<file path="src/rtl/pl_stage_skid.sv">
// pl_stage_skid: LANES-wide pipeline stage register with a 2-entry skid buffer.
// The main entry drives out_*; the skid entry absorbs one bundle of
// backpressure so in_ready depends only on registered state.
// Supports per-lane kill of the head entry and a global flush.
module pl_stage_skid #(
  parameter int unsigned LANES  = 2,
  parameter int unsigned DATA_W = 64
) (
  input  logic                    clk,
  input  logic                    rst,
  input  logic                    flush,
  input  logic [LANES-1:0]        kill,
  input  logic [LANES-1:0]        in_valid,
  input  logic [LANES*DATA_W-1:0] in_data,
  output logic                    in_ready,
  output logic [LANES-1:0]        out_valid,
  output logic [LANES*DATA_W-1:0] out_data,
  input  logic                    out_ready,
  output logic [1:0]              occupancy
);

  typedef enum logic [1:0] {
    ST_EMPTY = 2'd0,
    ST_ONE   = 2'd1,
    ST_TWO   = 2'd2
  } state_t;

  state_t                  r_state;
  logic [LANES-1:0]        r_main_v;
  logic [LANES*DATA_W-1:0] r_main_d;
  logic [LANES-1:0]        r_skid_v;
  logic [LANES*DATA_W-1:0] r_skid_d;

  logic                    w_con;
  logic                    w_acc;
  logic                    w_pop;
  logic [LANES-1:0]        w_main_v_kill;

  state_t                  w_state_post;
  logic [LANES-1:0]        w_main_v_post;
  logic [LANES*DATA_W-1:0] w_main_d_post;
  logic [LANES-1:0]        w_skid_v_post;
  logic [LANES*DATA_W-1:0] w_skid_d_post;

  state_t                  w_state_nxt;
  logic [LANES-1:0]        w_main_v_nxt;
  logic [LANES*DATA_W-1:0] w_main_d_nxt;
  logic [LANES-1:0]        w_skid_v_nxt;
  logic [LANES*DATA_W-1:0] w_skid_d_nxt;

  // Handshake terms; in_ready comes from registered state and rst only.
  always_comb begin
    in_ready      = (r_state != ST_TWO) && !rst;
    w_acc         = in_ready && (|in_valid);
    w_con         = out_ready && (|r_main_v);
    w_main_v_kill = r_main_v & ~kill;
    // Head leaves either by consume (which overrides kill) or by kill
    // clearing every remaining lane.
    w_pop         = (r_state != ST_EMPTY) && (w_con || (w_main_v_kill == '0));
  end

  // Next-entry computation: remove the head first, then place an accepted
  // bundle in the next free slot of the post-removal state, keeping order.
  always_comb begin
    w_state_post  = r_state;
    w_main_v_post = w_con ? r_main_v : w_main_v_kill;
    w_main_d_post = r_main_d;
    w_skid_v_post = r_skid_v;
    w_skid_d_post = r_skid_d;
    if (r_state == ST_EMPTY) begin
      w_main_v_post = r_main_v;
    end else if (w_pop) begin
      if (r_state == ST_TWO) begin
        w_state_post  = ST_ONE;
        w_main_v_post = r_skid_v;
        w_main_d_post = r_skid_d;
        w_skid_v_post = '0;
      end else begin
        w_state_post  = ST_EMPTY;
        w_main_v_post = '0;
      end
    end

    w_state_nxt  = w_state_post;
    w_main_v_nxt = w_main_v_post;
    w_main_d_nxt = w_main_d_post;
    w_skid_v_nxt = w_skid_v_post;
    w_skid_d_nxt = w_skid_d_post;
    if (w_acc) begin
      case (w_state_post)
        ST_EMPTY: begin
          w_state_nxt  = ST_ONE;
          w_main_v_nxt = in_valid;
          w_main_d_nxt = in_data;
        end
        ST_ONE: begin
          w_state_nxt  = ST_TWO;
          w_skid_v_nxt = in_valid;
          w_skid_d_nxt = in_data;
        end
        default: ;
      endcase
    end

    // Flush empties the stage but leaves data registers untouched.
    if (flush) begin
      w_state_nxt  = ST_EMPTY;
      w_main_v_nxt = '0;
      w_skid_v_nxt = '0;
      w_main_d_nxt = r_main_d;
      w_skid_d_nxt = r_skid_d;
    end
  end

  // State and entry registers with synchronous reset.
  always_ff @(posedge clk) begin
    if (rst) begin
      r_state  <= ST_EMPTY;
      r_main_v <= '0;
      r_main_d <= '0;
      r_skid_v <= '0;
      r_skid_d <= '0;
    end else begin
      r_state  <= w_state_nxt;
      r_main_v <= w_main_v_nxt;
      r_main_d <= w_main_d_nxt;
      r_skid_v <= w_skid_v_nxt;
      r_skid_d <= w_skid_d_nxt;
    end
  end

  // Outputs come straight from the main entry and the state register.
  always_comb begin
    out_valid = r_main_v;
    out_data  = r_main_d;
    occupancy = r_state;
  end

endmodule

</file>
<file path="config.mk">
export PLATFORM = sky130hd
export DESIGN_NAME = pl_stage_skid
export DESIGN_NICKNAME = d
export VERILOG_FILES = /design/src/rtl/pl_stage_skid.sv
export SDC_FILE = /design/constraint.sdc
export NUM_CORES = 1
export LEC_CHECK = 0
export ABC_AREA = 1
export ABC_CLOCK_PERIOD_IN_PS = 2500
export CORE_MARGIN = 3
export CORE_UTILIZATION = 27
export DETAILED_ROUTE_END_ITERATION = 10
export GPL_TIMING_DRIVEN = 0
export MAX_ROUTING_LAYER = met4
export PLACE_DENSITY = 0.56
export SLEW_MARGIN = 20
export SYNTH_ARGS = -nofsm -noshare
export SYNTH_HDL_FRONTEND = slang
export SYNTH_SLANG_ARGS = --single-unit
</file>
<file path="constraint.sdc">
create_clock -name clk -period 2.5 [get_ports clk]
set_clock_uncertainty 0.15 [all_clocks]
set_input_delay 0.375 -clock clk [delete_from_list [all_inputs] [get_ports clk]]
set_output_delay 0.375 -clock clk [all_outputs]
set_load 0.1 [all_outputs]
</file>
; Yosys cells after proc, flatten, opt, wreduce, memory -nomap -nowiden
; Index checks and enable logic that the tools add are counted.
[op_classes]
muxes = 21
n_eq_ne = 3
n_reduce_logical = 14
bitwise_logic = 3
[op_table]
columns = cell, count
row1 = 128-bit two-way mux, 5
row2 = 2-bit two-way mux, 14
row3 = 2-bit zero test, 3
row4 = 2-bit OR reduction, 3
row5 = 1-bit logical AND, 4
row6 = 2-bit case mux with 2 select lines, 1
row7 = 3-bit AND reduction, 1
row8 = 2-bit AND, 1
row9 = "2-bit by 1-bit equality test with 1-bit output, second input constant", 1
row10 = "2-bit equality test, second input constant", 1
row11 = "2-bit inequality test, second input constant", 1
row12 = 2-bit NOT, 1
row13 = 2-bit nonzero test, 1
row14 = 1-bit zero test, 1
row15 = 1-bit logical OR, 1
row16 = 1-bit two-way mux, 1
row17 = 1-bit NOT, 1
[totals]
input_bits = 136
ff_bits = 262
output_inout_bits = 133
wordCells = 46

; Depth between registers and ports, before layout
[logic_depth]
word_depth = 10
ltp_mapped = 14
ltp_nobuf = 12

; Worst setup path before layout
; OpenSTA, ideal clock, no wires.
[synth_timing]
path_type = flip-flop to flip-flop
start = reg r_main_v[1], in the netlist out_valid[1]
end = reg r_main_d[10], in the netlist out_data[10]
required_ns = 2.218
setup_time_ns = 0.132
arrival_ns = 2.648
period_less_slack_ns = 2.930
path_buffers = 2
setup_slack_ns = -0.430
stages_incl_launch_ff = 13
path_cell_list = dfxtp_1 -> nand3_1 -> nand2_1 -> nand2_1 -> nand2_2 -> inv_1 -> ha_1 -> nand4_1 -> buf_2 -> clkbuf_1 -> nand3_1 -> nand2_1 -> a21oi_1
[synth_via]
elab_chain_cells = 9
elab_cells_between_ends = 13
classes_between = mux (6) / bitwise (1) / reduce/logical (6)
[synth_rtl]
columns = item, line
row1 = "start, declared", 29  ; logic [LANES-1:0] r_main_v;
row2 = "start signal, assigned", 125  ; r_main_v <= w_main_v_nxt;
row3 = 2-bit AND or 2-bit OR reduction (tied branches), "56, 55"
row4 = 2-bit zero test or 1-bit logical AND (tied branches), "59, 55"
row5 = 1-bit logical OR (*), 59  ; w_pop = (r_state != ST_EMPTY) && (w_con || (w_main_v_kill == '0));
row6 = 1-bit logical AND (*), 59
row7 = 2-bit two-way mux, 72  ; end else if (w_pop) begin
row8 = 2-bit two-way mux, 70  ; if (r_state == ST_EMPTY) begin
row9 = 2-bit zero test, 90  ; case (w_state_post)
row10 = 128-bit two-way mux, 90
row11 = 128-bit two-way mux (*), 89  ; if (w_acc) begin
row12 = "end signal, assigned", 126  ; r_main_d <= w_main_d_nxt;
row13 = "end, declared", 30  ; logic [LANES*DATA_W-1:0] r_main_d;
; Every way passes the cells marked *; elsewhere a longest branch is shown, timed or not.
; A chain may end at the register's enable or synchronous reset.

; Worst setup path after layout
[layout_timing]
start = reg r_main_d[0], in the netlist out_data[0]
end = out out_data[0]
[layout_lines]
columns = item, line
row1 = "end, declared", 17  ; output logic [LANES*DATA_W-1:0] out_data,
; No word-level cell between the ends.

==> metrics.yaml <==
pwr:
  p_sw_mw: 3.842
  vdd_ir_drop_max_mv: 0.3286
  combPwrFrac: 0.207
  seq_power_share: 0.371
  netSwitchingFraction: 0.3197
  finalPower_mw: 12.02
  power.leakage_nw: 8.356
  clockPowerShare: 0.422
  p_per_area_nw_per_um2: 684.4
  p_int_mw: 8.177
place:
  placed_cells: 3019
  place_congestion: 0.8300
  pre_cts_ws_ns: -1.529
  hpwl_mm: 33.55
  io_buffers: 267
synthesis:
  synth_edf_count: 0
  post-synth-top-count-cell: "nand2_1"
  async_reset_ff_frac: 0
  yosys_warnings: 0
  ys_types: 16
  netlist_area_um2: 12910
  yosysSeqAreaShare: 0.4061
  synth_top_area_share: 0.4061
  syn_inst: 2145
  ys_ff_latch: 262
  syn-num-nets: 2282
  post_synth.cell_area_avg_um2: 6.021
  synth_area_leaders: "dfxtp_1 41%, nand2_1 19%, nor2_1 15%"
  synth_area_leader_cell: "dfxtp_1"
  synth_flop_cell: "dfxtp_1"
  synth_common_cells: "662 x nand2_1, 521 x nor2_1, 262 x dfxtp_1, 260 x nand3_1, 141 x inv_1"
cts:
  numCtsBuffers: 35
  cts.sinks: 262
  clk_pin_slew_ns: 0.06
  tritoncts: "done"
  htree_levels: 2
  cts_root_buf: "clkbuf_16"
  cts_hold_buffers: 0
  cts_buffer_depth: 3
  clk_latency_ns: 0.53
floorplanning:
  core_area_um2: 46850
  start_util: 0.2757
  die_h_um: 224.7
  die_w_um: 224.7
  die_area_um2: 50490
  num_rows: 79
  io_pins: 269
min_path:
  holdPathEnd: "r_skid_v[0]"
  whs_path_depth: 4
  hp-class: "primary input to flop"
  min_from: "rst"
cells_and_area:
  fillCellCount: 5143
  finalNetCount: 2591
  multi_input_area_um2: 6515
  utilization: 0.3749
  drive_above_1_share: 0.05811
  area_delta_synth_final_pct: 35.99
  final-seq-area_um2: 5258
  stdcell_count: 3089
setup_path:
  cp-start-kind: "flop"
  r2r_cells: 14
  worstPathArrival_ns: 1.91
  crit_chain: "dlygate4sd2_1"
  rrSetupSlack_ns: 0.17
  critPathCaptureType: "primary output"
  crit_required_ns: 1.98
  crit_path_max_incr_delay_ns: 1.01
  critPathMaxFanout: 3
  criticalPathCategory: "flop to primary output"
  r2r_start: "out_valid[1]"
  critPathTopFamily: "buffers and inverters"
  r2r_end: "out_data[33]"
  slowest_stage: "dlygate4sd2_1"
  path_buf_inv: 1
routing:
  initialDrtViolationCount: 977
  viasPerCell: 4.579
  vias: 14150
  wire_per_inst_um: 15.20
  drtAntennaViolNets: 0
  route.final.wire_length_mm: 46.96
  drc_errors: 0
  dr.pass1.iters: 5
grt:
  antenna_found_initial: 6
  grt_usage: 0.1880
  grt_max_degree: 12
  grt_pass1_wl_mm: 73.20
  gr-total-overflow: 0
  grt_pass1_vias: 13420
timing:
  setup_viol: 0
  post-route-period-util: 0.9741
  rsz0062_at_grt: "false"
  whs_ns: 0.2556
  slew_headroom: 0.2154
  maxSlewViolCount: 0
  hold_violations: 0
  max_freq_mhz: 410.6
  period_minus_slack_ns: 2.435
  fin_ws_ns: 0.06470
  worst_pin_slew_ns: 1.182
job:
  max_cap_violations: 0
status:
  status: "finished, final reports clean"
[how the worst max path moves through the flow]
stage / cells past startpoint / start / slack (ns) / end
floorplan: 14 / occupancy[0] / 0.10 / out_data[0]
global placement: 7 / rst / -1.51 / in_ready
detailed placement: 7 / rst / -1.53 / in_ready
CTS: 7 / rst / -0.06 / in_ready
global route: 15 / occupancy[0] / 0.02 / out_valid[1]
finish: 1 / out_data[0] / 0.06 / out_data[0]
[cell families after synthesis]
group / synth area share
AOI/OAI and AO/OA: 0.05251
adders and majority gates: 0.0009686
buffers and inverters: 0.09233
DFF: 0.4061
and+or+nand+nor: 0.4481
[power groups by stage]
stage | clock network (mW) | logic (mW) | registers [mW]
floorplan | 0 | 0.763 | 5.50
global placement | 0 | 2.52 | 4.55
detailed placement | 0 | 2.54 | 4.55
CTS | 5.24 | 2.49 | 4.46
global route | 5.38 | 2.67 | 4.48
finish | 5.07 | 2.49 | 4.46
[area by class of cell]
class,count,area share
flip-flops and latches,262,0.2994
repair buffers,272,0.1458
inverters,143,0.03056
multi-input cells,1585,0.3709
clock inverters,13,0.009190
diodes,4,0.0005699
plain buffers,155,0.04410
clock buffers,48,0.05621
well taps,607,0.04324
[per-stage QoR]
step                setup TNS, ns  area, µm²
floorplan                       0      12930
global placement          -188.45      16360
detailed placement        -189.88      16360
CTS                      -0.05690      17490
global route                    0      17560
finish                          0      17560
[flip-flops by register name, indices dropped and copies added (netlist names), named ones only]
signal	count
out_valid	2
occupancy	1
r_skid_v	2
r_skid_d	128
out_data	128
[worst reg2reg max path: stages (launching register included)]
cell     delay, ns
dfxtp_4       0.38
nand3_2       0.14
nand2_2       0.12
nand2_2       0.07
nand2_4       0.09
inv_1         0.06
ha_1          0.20
nand4_1       0.14
buf_12        0.16
buf_12        0.19
buf_4         0.21
nor2_1        0.05
nor2_1        0.09
nand2_1       0.07
a21oi_1       0.16
[layout by cell type, fill, tap and decap left out]
master	n
a21oi_1	132
inv_1	140
buf_1	7
nand3_1	258
buf_2	45
dfxtp_4	3
clkbuf_2	5
diode_2	4
nor2_1	521
clkinv_1	3
buf_8	1
nand2_2	3
clkinv_2	6
dfxtp_2	1
buf_6	4
dlymetal6s2s_1	1
clkbuf_1	84
bufinv_16	4
buf_12	2
o211ai_1	1
o21ai_0	2
clkbuf_16	37
ha_1	1
inv_2	3
clkbuf_8	4
nand2_1	658
nand2_4	2
nand3_2	3
nand3_4	1
clkdlybuf4s50_1	133
nand4_1	3
clkbuf_4	7
buf_4	13
dfxtp_1	258
dlygate4sd2_1	132
[per-layer routing]
| metal | share of wire | GRT usage |
|---|---|---|
| met1 | 0.46 | 0.2435 |
| met2 | 0.46 | 0.3038 |
| met3 | 0.058 | 0.03276 |
| met4 | 0.021 | 0.05065 |
| met5 | 0 | - |
[timing repair]
action	CTS	global route
resized for setup	177	24
buffers inserted	3	2
pin swaps	1	0
gates cloned	0	0
endpoints found under the setup margin	263	130
Note: power is estimated with default switching activity, not from simulation.
